**src/rtl/dac_frame_serializer.sv**
```systemverilog
// dac_frame_serializer
//   Buffers signed 16-bit samples from the FIR stage in a small FIFO and
//   shifts each one out to an external DAC as a 24-bit SPI-style frame
//   ({CMD_BYTE, data}, MSB first). Samples arriving while the FIFO is full
//   are dropped and recorded in a sticky overflow flag.
//
// Ports
//   clk          system clock, rising edge
//   reset        asynchronous active-high reset
//   sample_in    signed sample, qualified by valid_in
//   valid_in     one-cycle sample strobe
//   overflow_clr synchronous clear of overflow (a drop in the same cycle wins)
//   dac_cs_n     frame select, active low
//   dac_sclk     serial clock, idle low, DAC samples on the rising edge
//   dac_sdo      serial data, MSB first
//   busy         high while a frame is shifting or in the inter-frame gap
//   frame_done   one-cycle pulse on the last gap cycle of each frame
//   fifo_level   number of occupied FIFO entries
//   overflow     sticky: a sample was dropped
module dac_frame_serializer #(
    parameter int unsigned FIFO_DEPTH    = 4,
    parameter int unsigned CLK_DIV       = 4,
    parameter int unsigned GAP_CYCLES    = 2,
    parameter logic [7:0]  CMD_BYTE      = 8'h30,
    parameter bit          OFFSET_BINARY = 1'b1
) (
    input  logic                          clk,
    input  logic                          reset,
    input  logic [15:0]                   sample_in,
    input  logic                          valid_in,
    input  logic                          overflow_clr,
    output logic                          dac_cs_n,
    output logic                          dac_sclk,
    output logic                          dac_sdo,
    output logic                          busy,
    output logic                          frame_done,
    output logic [$clog2(FIFO_DEPTH):0]   fifo_level,
    output logic                          overflow
);

    localparam int unsigned AW = $clog2(FIFO_DEPTH);
    localparam int unsigned LW = AW + 1;
    localparam int unsigned DW = (CLK_DIV > 1) ? $clog2(CLK_DIV) : 1;
    localparam int unsigned GW = (GAP_CYCLES > 1) ? $clog2(GAP_CYCLES) : 1;

    localparam logic [LW-1:0] FULL_LVL = LW'(FIFO_DEPTH);
    localparam logic [DW-1:0] DIV_LAST = DW'(CLK_DIV - 1);
    localparam logic [GW-1:0] GAP_LAST = GW'(GAP_CYCLES - 1);

    typedef enum logic [1:0] {
        IDLE,
        SHIFT,
        GAP
    } state_t;

    // ---------------------------------------------------------------
    // Sample FIFO
    // ---------------------------------------------------------------
    logic [15:0]   mem_q [FIFO_DEPTH];
    logic [AW-1:0] wr_ptr_q;
    logic [AW-1:0] rd_ptr_q;
    logic [LW-1:0] count_q;
    logic [LW-1:0] count_d;
    logic          overflow_q;

    logic          fifo_full;
    logic          fifo_empty;
    logic          pop;
    logic          push;
    logic          drop;
    logic [15:0]   head;
    logic [15:0]   data;
    logic [23:0]   frame_word;

    state_t        state_q;

    always_comb begin
        fifo_full  = (count_q == FULL_LVL);
        fifo_empty = (count_q == '0);
        // The IDLE pop frees a slot on the same edge, so a push into a
        // full FIFO is still accepted when it coincides with the pop.
        pop        = (state_q == IDLE) && !fifo_empty;
        push       = valid_in && (!fifo_full || pop);
        drop       = valid_in && fifo_full && !pop;

        count_d = count_q;
        if (push && !pop) begin
            count_d = count_q + 1'b1;
        end else if (pop && !push) begin
            count_d = count_q - 1'b1;
        end

        head       = mem_q[rd_ptr_q];
        data       = OFFSET_BINARY ? {~head[15], head[14:0]} : head;
        frame_word = {CMD_BYTE, data};
    end

    // Storage carries no reset; occupancy is defined by the pointers.
    always_ff @(posedge clk) begin
        if (push) begin
            mem_q[wr_ptr_q] <= sample_in;
        end
    end

    always_ff @(posedge clk or posedge reset) begin
        if (reset) begin
            wr_ptr_q   <= '0;
            rd_ptr_q   <= '0;
            count_q    <= '0;
            overflow_q <= 1'b0;
        end else begin
            if (push) begin
                wr_ptr_q <= wr_ptr_q + 1'b1;
            end
            if (pop) begin
                rd_ptr_q <= rd_ptr_q + 1'b1;
            end
            count_q <= count_d;
            if (drop) begin
                overflow_q <= 1'b1;
            end else if (overflow_clr) begin
                overflow_q <= 1'b0;
            end
        end
    end

    // ---------------------------------------------------------------
    // Frame shifter
    // ---------------------------------------------------------------
    logic [22:0]   rest_q;     // frame bits still to be shifted, next at [22]
    logic [DW-1:0] div_q;
    logic [4:0]    bit_cnt_q;  // rising sclk edges in the current frame
    logic [GW-1:0] gap_q;
    logic          cs_n_q;
    logic          sclk_q;
    logic          sdo_q;
    logic          busy_q;
    logic          frame_done_q;

    always_ff @(posedge clk or posedge reset) begin
        if (reset) begin
            state_q      <= IDLE;
            rest_q       <= '0;
            div_q        <= '0;
            bit_cnt_q    <= '0;
            gap_q        <= '0;
            cs_n_q       <= 1'b1;
            sclk_q       <= 1'b0;
            sdo_q        <= 1'b0;
            busy_q       <= 1'b0;
            frame_done_q <= 1'b0;
        end else begin
            frame_done_q <= 1'b0;
            case (state_q)
                IDLE: begin
                    if (pop) begin
                        sdo_q     <= frame_word[23];
                        rest_q    <= frame_word[22:0];
                        cs_n_q    <= 1'b0;
                        div_q     <= '0;
                        bit_cnt_q <= '0;
                        busy_q    <= 1'b1;
                        state_q   <= SHIFT;
                    end
                end
                SHIFT: begin
                    if (div_q == DIV_LAST) begin
                        div_q  <= '0;
                        sclk_q <= ~sclk_q;
                        if (!sclk_q) begin
                            bit_cnt_q <= bit_cnt_q + 1'b1;
                        end else if (bit_cnt_q == 5'd24) begin
                            // Falling edge after the 24th rise ends the frame.
                            cs_n_q  <= 1'b1;
                            sdo_q   <= 1'b0;
                            gap_q   <= '0;
                            state_q <= GAP;
                            // A one-cycle gap makes its first cycle the last.
                            frame_done_q <= (GAP_CYCLES == 1);
                        end else begin
                            sdo_q  <= rest_q[22];
                            rest_q <= {rest_q[21:0], 1'b0};
                        end
                    end else begin
                        div_q <= div_q + 1'b1;
                    end
                end
                GAP: begin
                    if (gap_q == GAP_LAST) begin
                        busy_q  <= 1'b0;
                        state_q <= IDLE;
                    end else begin
                        gap_q <= gap_q + 1'b1;
                        // Registered pulse lands on the last gap cycle.
                        frame_done_q <= ((gap_q + 1'b1) == GAP_LAST);
                    end
                end
                default: begin
                    state_q <= IDLE;
                end
            endcase
        end
    end

    assign dac_cs_n   = cs_n_q;
    assign dac_sclk   = sclk_q;
    assign dac_sdo    = sdo_q;
    assign busy       = busy_q;
    assign frame_done = frame_done_q;
    assign fifo_level = count_q;
    assign overflow   = overflow_q;

endmodule

```
**config.mk**
```make
export PLATFORM = sky130hd
export DESIGN_NAME = dac_frame_serializer
export DESIGN_NICKNAME = d
export VERILOG_FILES = /design/src/rtl/dac_frame_serializer.sv
export SDC_FILE = /design/constraint.sdc
export NUM_CORES = 1
export LEC_CHECK = 0
export BUFFER_PORTS_ARGS = -buffer_cell sky130_fd_sc_hd__buf_2
export CORE_AREA = 2 2 112 114
export DETAILED_ROUTE_END_ITERATION = 6
export DIE_AREA = 0 0 114 116
export GPL_ROUTABILITY_DRIVEN = 1
export PLACE_DENSITY = 0.6
export SLEW_MARGIN = 20
export SYNTH_ARGS = -nofsm -noshare
export SYNTH_HDL_FRONTEND = slang
export SYNTH_SLANG_ARGS = --single-unit
```
**constraint.sdc**
```tcl
create_clock -name clk -period 3.3 [get_ports clk]
set_input_delay 0.33 -clock clk [delete_from_list [all_inputs] [get_ports clk]]
set_output_delay 0.33 -clock clk [all_outputs]
set_load 0.005 [all_outputs]
```
==> results of run 1 <==
[layout by cell type (no fill, tap or decap), types with 8 or more instances in the layout]
cell type	count
sky130_fd_sc_hd__dfrtp_1	45
sky130_fd_sc_hd__buf_4	8
sky130_fd_sc_hd__clkbuf_16	9
sky130_fd_sc_hd__ha_1	8
sky130_fd_sc_hd__mux2_4	11
sky130_fd_sc_hd__nor2_1	22
sky130_fd_sc_hd__buf_2	28
sky130_fd_sc_hd__and3_1	15
sky130_fd_sc_hd__edfxtp_1	64
sky130_fd_sc_hd__nand2_1	15
sky130_fd_sc_hd__mux2i_1	21
sky130_fd_sc_hd__a2111oi_0	15
sky130_fd_sc_hd__nor2b_1	20
sky130_fd_sc_hd__nor3_1	15
sky130_fd_sc_hd__inv_1	13
[cells by family after synthesis]
| kind of cell | count (synthesis) | share of synthesized area |
|---|---|---|
| buf+inv | 32 | 0.0326 |
| mux | 41 | 0.103 |
| simple gates | 105 | 0.120 |
| xor+xnor | 10 | 0.0186 |
| flops | 110 | 0.651 |
| compound gates | 29 | 0.0488 |
| fa+ha+maj | 9 | 0.0255 |
[how the worst max path moves through the flow]
stage / startpoint / to / slack (ns) / cells after the start
detailed placement: state_q[0] / fifo_level[2] / 0.92 / 9
floorplan: state_q[0] / fifo_level[1] / 1.21 / 7
finish: state_q[0] / fifo_level[2] / 0.93 / 9
CTS: state_q[0] / fifo_level[2] / 0.90 / 9
global route: state_q[0] / fifo_level[2] / 0.68 / 9
global placement: state_q[0] / fifo_level[2] / 0.98 / 9
[worst reg2reg max path, cell delays in order, from the launching register on]
cell                      delay (ns)
sky130_fd_sc_hd__dfrtp_1        0.55
sky130_fd_sc_hd__nor2_1         0.19
sky130_fd_sc_hd__nor4b_2        0.07
sky130_fd_sc_hd__nor2b_1        0.38
sky130_fd_sc_hd__ha_1           0.26
sky130_fd_sc_hd__inv_1          0.06
sky130_fd_sc_hd__fa_1           0.37
sky130_fd_sc_hd__xor2_1         0.17
sky130_fd_sc_hd__nor2_1         0.11
sky130_fd_sc_hd__xor2_1         0.14
[power by group through the flow]
stage	registers, mW	clock network [mW]	logic, mW
5_1_grt	2.19	1.18	1.67
2_1_floorplan	2.06	0	1.25
4_1_cts	2.14	1.13	1.52
3_3_place_gp	2.15	0	1.48
6_report	2.13	1.10	1.48
3_5_place_dp	2.16	0	1.52
[per-layer routing]
layer / vias up / wire (um)
met5: - / 0
met4: 0 / 131
met3: 10 / 291
met2: 30 / 3800
met1: 1298 / 3720
li1: 1269 / -
[per-stage QoR]
stage | utilization | cell area [um^2]
floorplan | - | 4720
global placement | 0.420 | 5000
detailed placement | 0.420 | 5000
CTS | 0.446 | 5310
global route | 0.446 | 5310
finish | 0.446 | 5310
[flip-flops by register name (all words and copies together), names as in the netlist, 2 cells and up]
register    flops
bit_cnt_q       5
state_q         2
div_q           2
rd_ptr_q        2
fifo_level      3
rest_q         23
wr_ptr_q        2
mem_q          64
[area by class of cell]
type,instances,area share
timing repair buffer,36,0.0377
inverter,14,0.0101
clock inverter,6,0.0144
tap,147,0.0346
sequential,110,0.579
clock buffer,10,0.0431
multi-input combinational,194,0.281
==> impl_metrics.env, run 1 <==
export IMPL_synth_top_area_share=0.407
export IMPL_clock_skew_ns=0.00417
export IMPL_critical_path_required_ns=3.58
export IMPL_power_frac_seq=0.452
export IMPL_sequential_cell_area_um2=3070
export IMPL_number_of_global_route_vias_before_repair=2597
export IMPL_synth_area_leaders="sky130_fd_sc_hd__edfxtp_1, sky130_fd_sc_hd__dfrtp_1, sky130_fd_sc_hd__mux2i_1"
export IMPL_post_cts_resized=0
export IMPL_firstDrtPassIters=4
export IMPL_synthesis_area_per_instance_um2=14.0
export IMPL_floorplan_die_width_um=114
export IMPL_busiest_layer_in_global_routing="met2"
export IMPL_global_route_overflow_total=0
export IMPL_power_total_mw=4.71
export IMPL_hp_class="in -> async"
export IMPL_ant_nets=0
export IMPL_grtUsageMet1=0.171
export IMPL_htreeDepth=3
export IMPL_run_status="completed"
export IMPL_viasPerCell=5.04
export IMPL_r2r_start="state_q[0]"
export IMPL_timing_rr_end="fifo_level[2]"
export IMPL_final_period_util=0.719
export IMPL_cts_sink_count=110
export IMPL_slew_headroom=0.361
export IMPL_actual_slew_at_the_worst_max_slew_pin_ns=0.958
export IMPL_antenna_found_initial=0
export IMPL_top_level_ports=29
export IMPL_setup_violations_final=0
export IMPL_layout_drive_gt1_share=0.203
export IMPL_cp_slowest_cell="sky130_fd_sc_hd__dfrtp_1"
export IMPL_drv_max_cap_violation_count=0
export IMPL_worst_path_largest_cell_delay_ns=0.55
export IMPL_timing_fmax_ghz=0.422
export IMPL_intPower_mw=3.20
export IMPL_vias=2607
export IMPL_minimum_clock_period_after_layout_ns=2.37
export IMPL_reg2reg_slack_ns=0.93
export IMPL_gr_usage_all_layers=0.132
export IMPL_dpl_worst_slack_ns=0.915
export IMPL_worst_path_dominant_cell_family="simple AND/OR/NAND/NOR gates"
export IMPL_postSynthNetCount=365
export IMPL_switching_share=0.320
export IMPL_final_fill_count=1080
export IMPL_fp_dieArea_um2=13200
export IMPL_netSwitchingPower_mw=1.51
export IMPL_postRouteWirelength_um=7950
export IMPL_globalRouteMet3Util=0.0382
export IMPL_worst_ep_arrival_time_ns=2.65
export IMPL_routed_wire_length_per_instance_um=15.4
export IMPL_tritoncts_num_buffers=9
export IMPL_cp_cell_sequence="nor2_1 -> nor4b_2 -> nor2b_1 -> ha_1 -> inv_1 -> fa_1 -> xor2_1 -> nor2_1 -> xor2_1"
export IMPL_cts_hold_buffers=0
export IMPL_clkSlewWorstSetupHoldPaths_ns=0.07
export IMPL_power_leakage_nw=2.13
export IMPL_clk_root_buffer_cell="sky130_fd_sc_hd__clkbuf_16"
export IMPL_synth_edff_count=64
export IMPL_tritoncts="yes"
export IMPL_core_area_um2=11900
export IMPL_power_clock_fraction=0.234
export IMPL_gp_congestion=0.748
export IMPL_finish_cell_count_without_fillers=517
export IMPL_fin_tns_setup_ns=0
export IMPL_die_height_um=116
export IMPL_clk_insertion_delay_late_ns=0.35
export IMPL_synth_cells=336
export IMPL_place_inst=501
export IMPL_floorplan_rows=40
export IMPL_ys_async_sr_fraction=0.418
export IMPL_maxSlewViolCount=0
export IMPL_ctsLongestPathBuffers=2
export IMPL_timing_critical_path_fanout_max=16
export IMPL_ff_latch_count_synth=110
export IMPL_timing_hold_ws_ns=0.106
export IMPL_nNetsFinal=394
export IMPL_synth_seq_area_share=0.651
export IMPL_worstSetupStartpointType="register"
export IMPL_combinationalPowerShare=0.314
export IMPL_initial_core_utilization=0.396
export IMPL_synthToLayoutAreaGrowth_pct=12.5
export IMPL_synth_distinct_cells=42
export IMPL_n_antenna_cell=0
export IMPL_cp_end_kind="register"
export IMPL_worst_ir_drop_vdd_uv=491
export IMPL_setup_repair_after_global_routing_missed_its_margin="no"
export IMPL_reg2regPathDepth=9
export IMPL_synth_most_common_cell="sky130_fd_sc_hd__edfxtp_1"
export IMPL_io_buffers=28
export IMPL_synth_warnings=0
export IMPL_place_detailed_hpwl_um=4790
export IMPL_global_route_wire_length_before_repair_um=13300
export IMPL_critical_path_buf_inv_count=1
export IMPL_drt_iter0_markers=94
export IMPL_maximum_number_of_pins_on_one_net_before_global_route_repair=48
export IMPL_final_hold_viol_count=0
export IMPL_synthDominantAreaCellType="sky130_fd_sc_hd__edfxtp_1"
export IMPL_setup_ws_ns=0.928
export IMPL_yosys_most_used_dff="sky130_fd_sc_hd__edfxtp_1"
export IMPL_drc=0
export IMPL_path_class="reg -> reg"
export IMPL_netlist_top_cells_count="sky130_fd_sc_hd__edfxtp_1, sky130_fd_sc_hd__dfrtp_1, sky130_fd_sc_hd__nor2_1, sky130_fd_sc_hd__mux2i_1, sky130_fd_sc_hd__nor2b_1"
export IMPL_area_of_the_multi_input_gates_um2=1490
export IMPL_p_per_area_nw_per_um2=887
export IMPL_synth_cell_area_um2=4720
export IMPL_grtUsageMet2=0.212
export IMPL_cts_repair_timing_setup_buffer_count=0
(Power assumes the default switching activity.)
==> inputs of run 2 (changes only) <==
--- a/config.mk
+++ b/config.mk
@@ -10,7 +10,7 @@
 export DETAILED_ROUTE_END_ITERATION = 6
 export DIE_AREA = 0 0 114 116
 export GPL_ROUTABILITY_DRIVEN = 1
-export PLACE_DENSITY = 0.6
+export PLACE_DENSITY = 0.62
 export SLEW_MARGIN = 20
 export SYNTH_ARGS = -nofsm -noshare
 export SYNTH_HDL_FRONTEND = slang
==> constraint.sdc (replaced) <==
create_clock -name clk -period 2 [get_ports clk]
set_input_delay 0.2 -clock clk [delete_from_list [all_inputs] [get_ports clk]]
set_output_delay 0.2 -clock clk [all_outputs]
set_load 0.005 [all_outputs]
==> run 2 against run 1 <==
Effect of this change:
- sequential cell count is the same
- total power is 72% higher
- via count rose by 1.8%
- critical endpoint unchanged
- register-to-register slack lost 0.82 ns
- core utilization is 2.1 points higher
- clock power is 53% higher
- setup slack got worse by 0.82 ns
- clock skew up 0.0026 ns
- critical path type unchanged
==> impl_metrics.env, run 2 (synthesis results as in run 1) <==
export IMPL_utilization=0.466
export IMPL_layout_commonest_cell="sky130_fd_sc_hd__edfxtp_1"
export IMPL_largest_reg_flops=64
export IMPL_worst_path_dominant_cell_family="simple AND/OR/NAND/NOR gates"
export IMPL_io_buffers=28
export IMPL_p_per_area_nw_per_um2=1460
export IMPL_critical_path_buf_inv_count=1
export IMPL_reg2regPathDepth=9
export IMPL_critical_path_top_cell_by_count="sky130_fd_sc_hd__xor2_1"
export IMPL_hp_class="in -> reg"
export IMPL_drv_max_cap_violation_count=0
export IMPL_layout_drive_gt1_share=0.256
export IMPL_firstDrtPassIters=4
export IMPL_critical_path_required_ns=2.27
export IMPL_power_total_mw=8.10
export IMPL_global_route_overflow_total=0
export IMPL_clk_insertion_delay_late_ns=0.35
export IMPL_nNetsFinal=410
export IMPL_actual_slew_at_the_worst_max_slew_pin_ns=0.564
export IMPL_cts_sink_count=110
export IMPL_drc=0
export IMPL_htreeDepth=3
export IMPL_cts_repair_timing_setup_buffer_count=0
export IMPL_run_status="completed"
export IMPL_core_area_um2=11900
export IMPL_path_class="reg -> reg"
export IMPL_place_detailed_hpwl_um=5270
export IMPL_final_period_util=0.944
export IMPL_initial_core_utilization=0.396
export IMPL_timing_fmax_ghz=0.529
export IMPL_slew_headroom=0.624
export IMPL_number_of_stages_on_the_worst_setup_path=9
export IMPL_worstSetupStartpointType="register"
export IMPL_largest_regs="mem_q (64), rest_q (23), bit_cnt_q (5)"
export IMPL_cp_cell_sequence="nor2_2 -> nor4b_4 -> nor2b_2 -> ha_4 -> inv_2 -> fa_1 -> xor2_1 -> nor2_1 -> xor2_1"
export IMPL_synthToLayoutAreaGrowth_pct=17.7
export IMPL_die_height_um=116
export IMPL_r2r_start="state_q[1]"
export IMPL_layout_cells_most_common_list="sky130_fd_sc_hd__edfxtp_1, sky130_fd_sc_hd__dfrtp_1, sky130_fd_sc_hd__buf_2"
export IMPL_maximum_number_of_pins_on_one_net_before_global_route_repair=48
export IMPL_final_hold_viol_count=0
export IMPL_dp_area_um2=5240
export IMPL_floorplan_rows=40
export IMPL_n_antenna_cell=0
export IMPL_floorplan_die_width_um=114
export IMPL_power_leakage_nw=2.23
export IMPL_cp_startpoint="state_q[1]"
export IMPL_drt_iter0_markers=135
export IMPL_design_area_um2=5560
export IMPL_global_route_wire_length_before_repair_um=13900
export IMPL_vias=2655
export IMPL_ctsLongestPathBuffers=2
export IMPL_gp_congestion=0.810
export IMPL_viasPerCell=4.98
export IMPL_gr_usage_all_layers=0.139
export IMPL_worst_ir_drop_vdd_uv=651
export IMPL_antenna_found_initial=0
export IMPL_reg2reg_slack_ns=0.11
export IMPL_timing_rr_end="fifo_level[2]"
export IMPL_clkSlewWorstSetupHoldPaths_ns=0.07
export IMPL_minimum_clock_period_after_layout_ns=1.89
export IMPL_cp_slowest_cell="sky130_fd_sc_hd__dfrtp_1"
export IMPL_worst_setup_path_endpoint="fifo_level[2]"
export IMPL_clock_skew_ns=0.00679
export IMPL_postRouteWirelength_um=8360
export IMPL_fin_tns_setup_ns=0
export IMPL_number_of_global_route_vias_before_repair=2708
export IMPL_setup_repair_after_global_routing_missed_its_margin="no"
export IMPL_cp_end_kind="register"
export IMPL_ant_nets=0
export IMPL_worst_ep_arrival_time_ns=2.16
export IMPL_timing_critical_path_fanout_max=2
export IMPL_top_level_ports=29
export IMPL_worst_path_largest_cell_delay_ns=0.39
export IMPL_tritoncts="yes"
export IMPL_maxSlewViolCount=0
export IMPL_setup_violations_final=0
export IMPL_fp_dieArea_um2=13200
export IMPL_largest_register="mem_q"
export IMPL_routed_wire_length_per_instance_um=15.7
export IMPL_tritoncts_num_buffers=9
export IMPL_clk_root_buffer_cell="sky130_fd_sc_hd__clkbuf_16"
==> run 2: worst min path at each step <==
stage / start / to / depth (start not counted)
after floorplan: sample_in[0] / mem_q[0][0] / 0
after global placement: reset / rest_q[19] / 2
after detailed placement: reset / rest_q[19] / 2
after CTS: overflow_clr / overflow / 2
after global routing: sample_in[1] / mem_q[1][1] / 1
final: overflow_clr / overflow / 2
==> run 2: repair_timing <==
item,in CTS,in global routing
hold buffers,1,0
gates resized for setup,0,8
endpoints found under the setup margin,0,5
hold endpoints to repair,22,0
==> run 2: final cells by class <==
type                            count  area (um^2)
Timing Repair Buffer               52          423
Fill cell                        1033         6350
Inverter                           14         52.6
Sequential cell                   110         3080
Clock buffer                       10          229
Multi-Input combinational cell    194         1540
Tap cell                          147          184
Clock inverter                      6         55.1
==> run 2: per-layer routing <==
metal	up-vias	share of wire	GRT usage
met5	-	0	0
met4	0	0.020	0.0626
met3	14	0.025	0.0340
met2	28	0.47	0.215
met1	1315	0.49	0.186
li1	1298	-	-
==> run 2: metrics by stage <==
stage,hold slack (ns),worst slack (ns),cells
finish,0.0365,0.111,533
global route,0.0526,0.0156,533
CTS,0.0313,0.0371,533
detailed placement,0.287,0.0596,516
global placement,0.285,0.127,516
floorplan,0.299,0.00634,336
==> run 2: report_power, final <==
group | leakage [nW] | internal [mW] | switching [mW]
clock network | 0.133 | 0.867 | 0.817
logic | 0.957 | 1.51 | 1.47
registers | 1.14 | 3.10 | 0.337
==> inputs of run 3 (changes only) <==
--- a/config.mk
+++ b/config.mk
@@ -5,10 +5,11 @@
 export SDC_FILE = /design/constraint.sdc
 export NUM_CORES = 1
 export LEC_CHECK = 0
+export ABC_AREA = 1
 export BUFFER_PORTS_ARGS = -buffer_cell sky130_fd_sc_hd__buf_2
-export CORE_AREA = 2 2 112 114
+export CORE_AREA = 2 2 113 115
 export DETAILED_ROUTE_END_ITERATION = 6
-export DIE_AREA = 0 0 114 116
+export DIE_AREA = 0 0 115 117
 export GPL_ROUTABILITY_DRIVEN = 1
 export PLACE_DENSITY = 0.62
 export SLEW_MARGIN = 20
==> run 3 against run 2 <==
Effect of this change:
- register-to-register slack got worse by 0.02 ns
- combinational power decreased by 73%
- core utilization decreased by 1.7 points
- sequential power decreased by 17%
- clock-buffer cell count decreased by 1
- sequential cell count unchanged
- largest power group unchanged
- sequential share of layout area increased by 0.11 points
- critical path depth unchanged
- first-iteration DRC count decreased by 13%
- area after synthesis increased by 1.8%
- clock power about the same
==> impl_metrics.env, run 3 <==
export IMPL_htreeDepth=3
export IMPL_tritoncts_num_buffers=9
export IMPL_cp_slowest_cell="sky130_fd_sc_hd__fa_2"
export IMPL_maximum_number_of_pins_on_one_net_before_global_route_repair=31
export IMPL_global_route_wire_length_before_repair_um=15300
export IMPL_synth_edff_count=64
export IMPL_synthesis_area_per_instance_um2=10.1
export IMPL_synth_top_area_share=0.400
export IMPL_final_hold_viol_count=0
export IMPL_timing_fmax_ghz=0.524
export IMPL_synth_distinct_cells=31
export IMPL_ctsLongestPathBuffers=2
export IMPL_critical_path_top_cell_by_count="sky130_fd_sc_hd__inv_1"
export IMPL_path_class="reg -> reg"
export IMPL_clk_insertion_delay_late_ns=0.35
export IMPL_synthDominantAreaCellType="sky130_fd_sc_hd__edfxtp_1"
export IMPL_worst_path_dominant_cell_family="adder cells"
export IMPL_die_height_um=117
export IMPL_worst_ep_arrival_time_ns=2.14
export IMPL_synth_warnings=0
export IMPL_layout_cells_most_common_list="sky130_fd_sc_hd__nand2_1, sky130_fd_sc_hd__edfxtp_1, sky130_fd_sc_hd__nand3_1"
export IMPL_top_level_ports=29
export IMPL_dpl_worst_slack_ns=0.0434
export IMPL_worstSetupStartpointType="register"
export IMPL_worst_ir_drop_vdd_uv=512
export IMPL_setup_ws_ns=0.0918
export IMPL_core_area_um2=12300
export IMPL_maxSlewViolCount=0
export IMPL_timing_critical_path_fanout_max=3
export IMPL_antenna_found_initial=0
export IMPL_tritoncts="yes"
export IMPL_layout_commonest_cell="sky130_fd_sc_hd__nand2_1"
export IMPL_floorplan_die_width_um=115
export IMPL_viasPerCell=4.76
export IMPL_actual_slew_at_the_worst_max_slew_pin_ns=0.624
export IMPL_run_status="completed"
export IMPL_drt_iter0_markers=118
export IMPL_netlist_top_cells_count="sky130_fd_sc_hd__nand2_1, sky130_fd_sc_hd__edfxtp_1, sky130_fd_sc_hd__nand3_1, sky130_fd_sc_hd__dfrtp_1, sky130_fd_sc_hd__inv_1"
export IMPL_global_route_overflow_total=0
export IMPL_firstDrtPassIters=4
export IMPL_cp_end_kind="register"
export IMPL_p_per_area_nw_per_um2=962
export IMPL_synth_most_common_cell="sky130_fd_sc_hd__nand2_1"
export IMPL_final_period_util=0.954
export IMPL_io_buffers=28
export IMPL_drc=0
export IMPL_cp_cell_sequence="inv_1 -> nor3_2 -> nand2_1 -> nand2_2 -> inv_1 -> ha_1 -> inv_2 -> fa_2 -> mux2_2"
export IMPL_cts_sink_count=110
export IMPL_setup_violations_final=0
export IMPL_synth_seq_area_share=0.640
export IMPL_clk_root_buffer_cell="sky130_fd_sc_hd__clkbuf_16"
export IMPL_hp_class="in -> reg"
export IMPL_postSynthNetCount=507
export IMPL_gp_congestion=0.797
export IMPL_reg2reg_slack_ns=0.09
export IMPL_minimum_clock_period_after_layout_ns=1.91
export IMPL_n_antenna_cell=0
export IMPL_floorplan_rows=41
export IMPL_routed_wire_length_per_instance_um=13.5
export IMPL_place_detailed_hpwl_um=5630
export IMPL_drv_max_cap_violation_count=0
export IMPL_slew_headroom=0.583
export IMPL_synth_area_leaders="sky130_fd_sc_hd__edfxtp_1, sky130_fd_sc_hd__dfrtp_1, sky130_fd_sc_hd__nand2_1"
export IMPL_power_leakage_nw=2.50
export IMPL_ant_nets=0
export IMPL_largest_regs="mem_q (64), rest_q (23), bit_cnt_q (5)"
export IMPL_synthToLayoutAreaGrowth_pct=15.3
export IMPL_yosys_most_used_dff="sky130_fd_sc_hd__edfxtp_1"
export IMPL_cts_repair_timing_setup_buffer_count=0
export IMPL_synth_cell_area_um2=4800
export IMPL_largest_register="mem_q"
export IMPL_synth_cells=478
export IMPL_clkSlewWorstSetupHoldPaths_ns=0.07
export IMPL_nNetsFinal=550
export IMPL_vias=3217
export IMPL_fp_dieArea_um2=13500
export IMPL_largest_reg_flops=64
export IMPL_clock_skew_ns=0.00672
export IMPL_ff_latch_count_synth=110
export IMPL_postRouteWirelength_um=9120
export IMPL_worst_path_largest_cell_delay_ns=0.42
export IMPL_initial_core_utilization=0.390
export IMPL_gr_usage_all_layers=0.149
export IMPL_ys_async_sr_fraction=0.418
export IMPL_layout_drive_gt1_share=0.165
export IMPL_critical_path_required_ns=2.23
export IMPL_timing_hold_ws_ns=0.0424
export IMPL_critical_path_buf_inv_count=3
export IMPL_number_of_global_route_vias_before_repair=3255
==> run 3: cell types whose count changed in the layout (fill, tap and decap cells not counted), moves of 19 or more <==
cell | previous run | this run
sky130_fd_sc_hd__nand2_1 | 15 | 205
sky130_fd_sc_hd__mux2i_1 | 21 | 0
sky130_fd_sc_hd__nor2b_1 | 19 | 0
sky130_fd_sc_hd__nand3_1 | 2 | 57
==> run 3: area by class of cell <==
class / count / area, um^2
fillers: 1168 / 6770
flip-flops and latches: 110 / 3070
multi-input cells: 318 / 1500
repair buffers: 52 / 385
clock buffers: 9 / 225
well taps: 150 / 188
inverters: 30 / 113
clock inverters: 7 / 57.6
==> run 3: through the flow <==
| step | std cells | setup TNS, ns | utilization | total power, mW | cell area [um^2] |
|---|---|---|---|---|---|
| 6_report | 676 | 0 | 0.450 | 5.33 | 5540 |
| 5_1_grt | 676 | -0.0320 | 0.450 | 5.59 | 5540 |
| 4_1_cts | 676 | 0 | 0.449 | 5.39 | 5530 |
| 3_5_place_dp | 659 | 0 | 0.425 | 3.68 | 5240 |
| 3_3_place_gp | 659 | 0 | 0.425 | 3.65 | 5240 |
| 2_1_floorplan | 478 | 0 | - | 3.29 | 4800 |
==> run 3: repair_timing <==
| action | CTS | global route |
|---|---|---|
| hold endpoints to repair | 27 | 0 |
| hold buffers | 1 | 0 |
| setup endpoints to repair | 0 | 2 |
| resized for setup | 0 | 4 |
==> run 3: cell families after synthesis <==
kind of cell	Yosys count	synth area share
flops	110	0.640
compound gates	11	0.0143
fa+ha+maj	9	0.0250
simple gates	291	0.257
xor+xnor	6	0.0109
buf+inv	50	0.0508
mux	1	0.00234
==> run 3: power breakdown <==
part	switching, mW	total, mW	internal [mW]	leakage, nW
Clock	0.827	1.69	0.863	0.141
Sequential	0.0920	2.84	2.75	1.15
Combinational	0.467	0.800	0.333	1.21
Total	1.39	5.33	3.94	2.50
==> run 3: worst paths after layout <==
kind | from | end | depth (start not counted)
setup / recovery | fifo_level[2] | fifo_level[1] | 9
max in group asynchronous | reset | rest_q[8] | 4
hold reg to reg | dac_cs_n | dac_cs_n | 2
setup reg to reg | fifo_level[2] | fifo_level[1] | 9
min in group asynchronous | reset | rest_q[18] | 3
hold / removal | overflow_clr | overflow | 2
==> run 3: metal layers <==
metal / up-vias / share of wire / global-route usage / routed length [um]
met1: 1526 / 0.45 / 0.187 / 4060
li1: 1631 / - / - / -
met5: - / 0 / 0 / 0
met4: 0 / 0.017 / 0.0707 / 151
met3: 13 / 0.037 / 0.0257 / 339
met2: 47 / 0.50 / 0.253 / 4570
==> run 3: worst register-to-register path, cell delays in order (launching register included) <==
cell	delay [ns]
sky130_fd_sc_hd__dfrtp_1	0.34
sky130_fd_sc_hd__inv_1	0.06
sky130_fd_sc_hd__nor3_2	0.21
sky130_fd_sc_hd__nand2_1	0.09
sky130_fd_sc_hd__nand2_2	0.07
sky130_fd_sc_hd__inv_1	0.06
sky130_fd_sc_hd__ha_1	0.20
sky130_fd_sc_hd__inv_2	0.07
sky130_fd_sc_hd__fa_2	0.42
sky130_fd_sc_hd__mux2_2	0.27
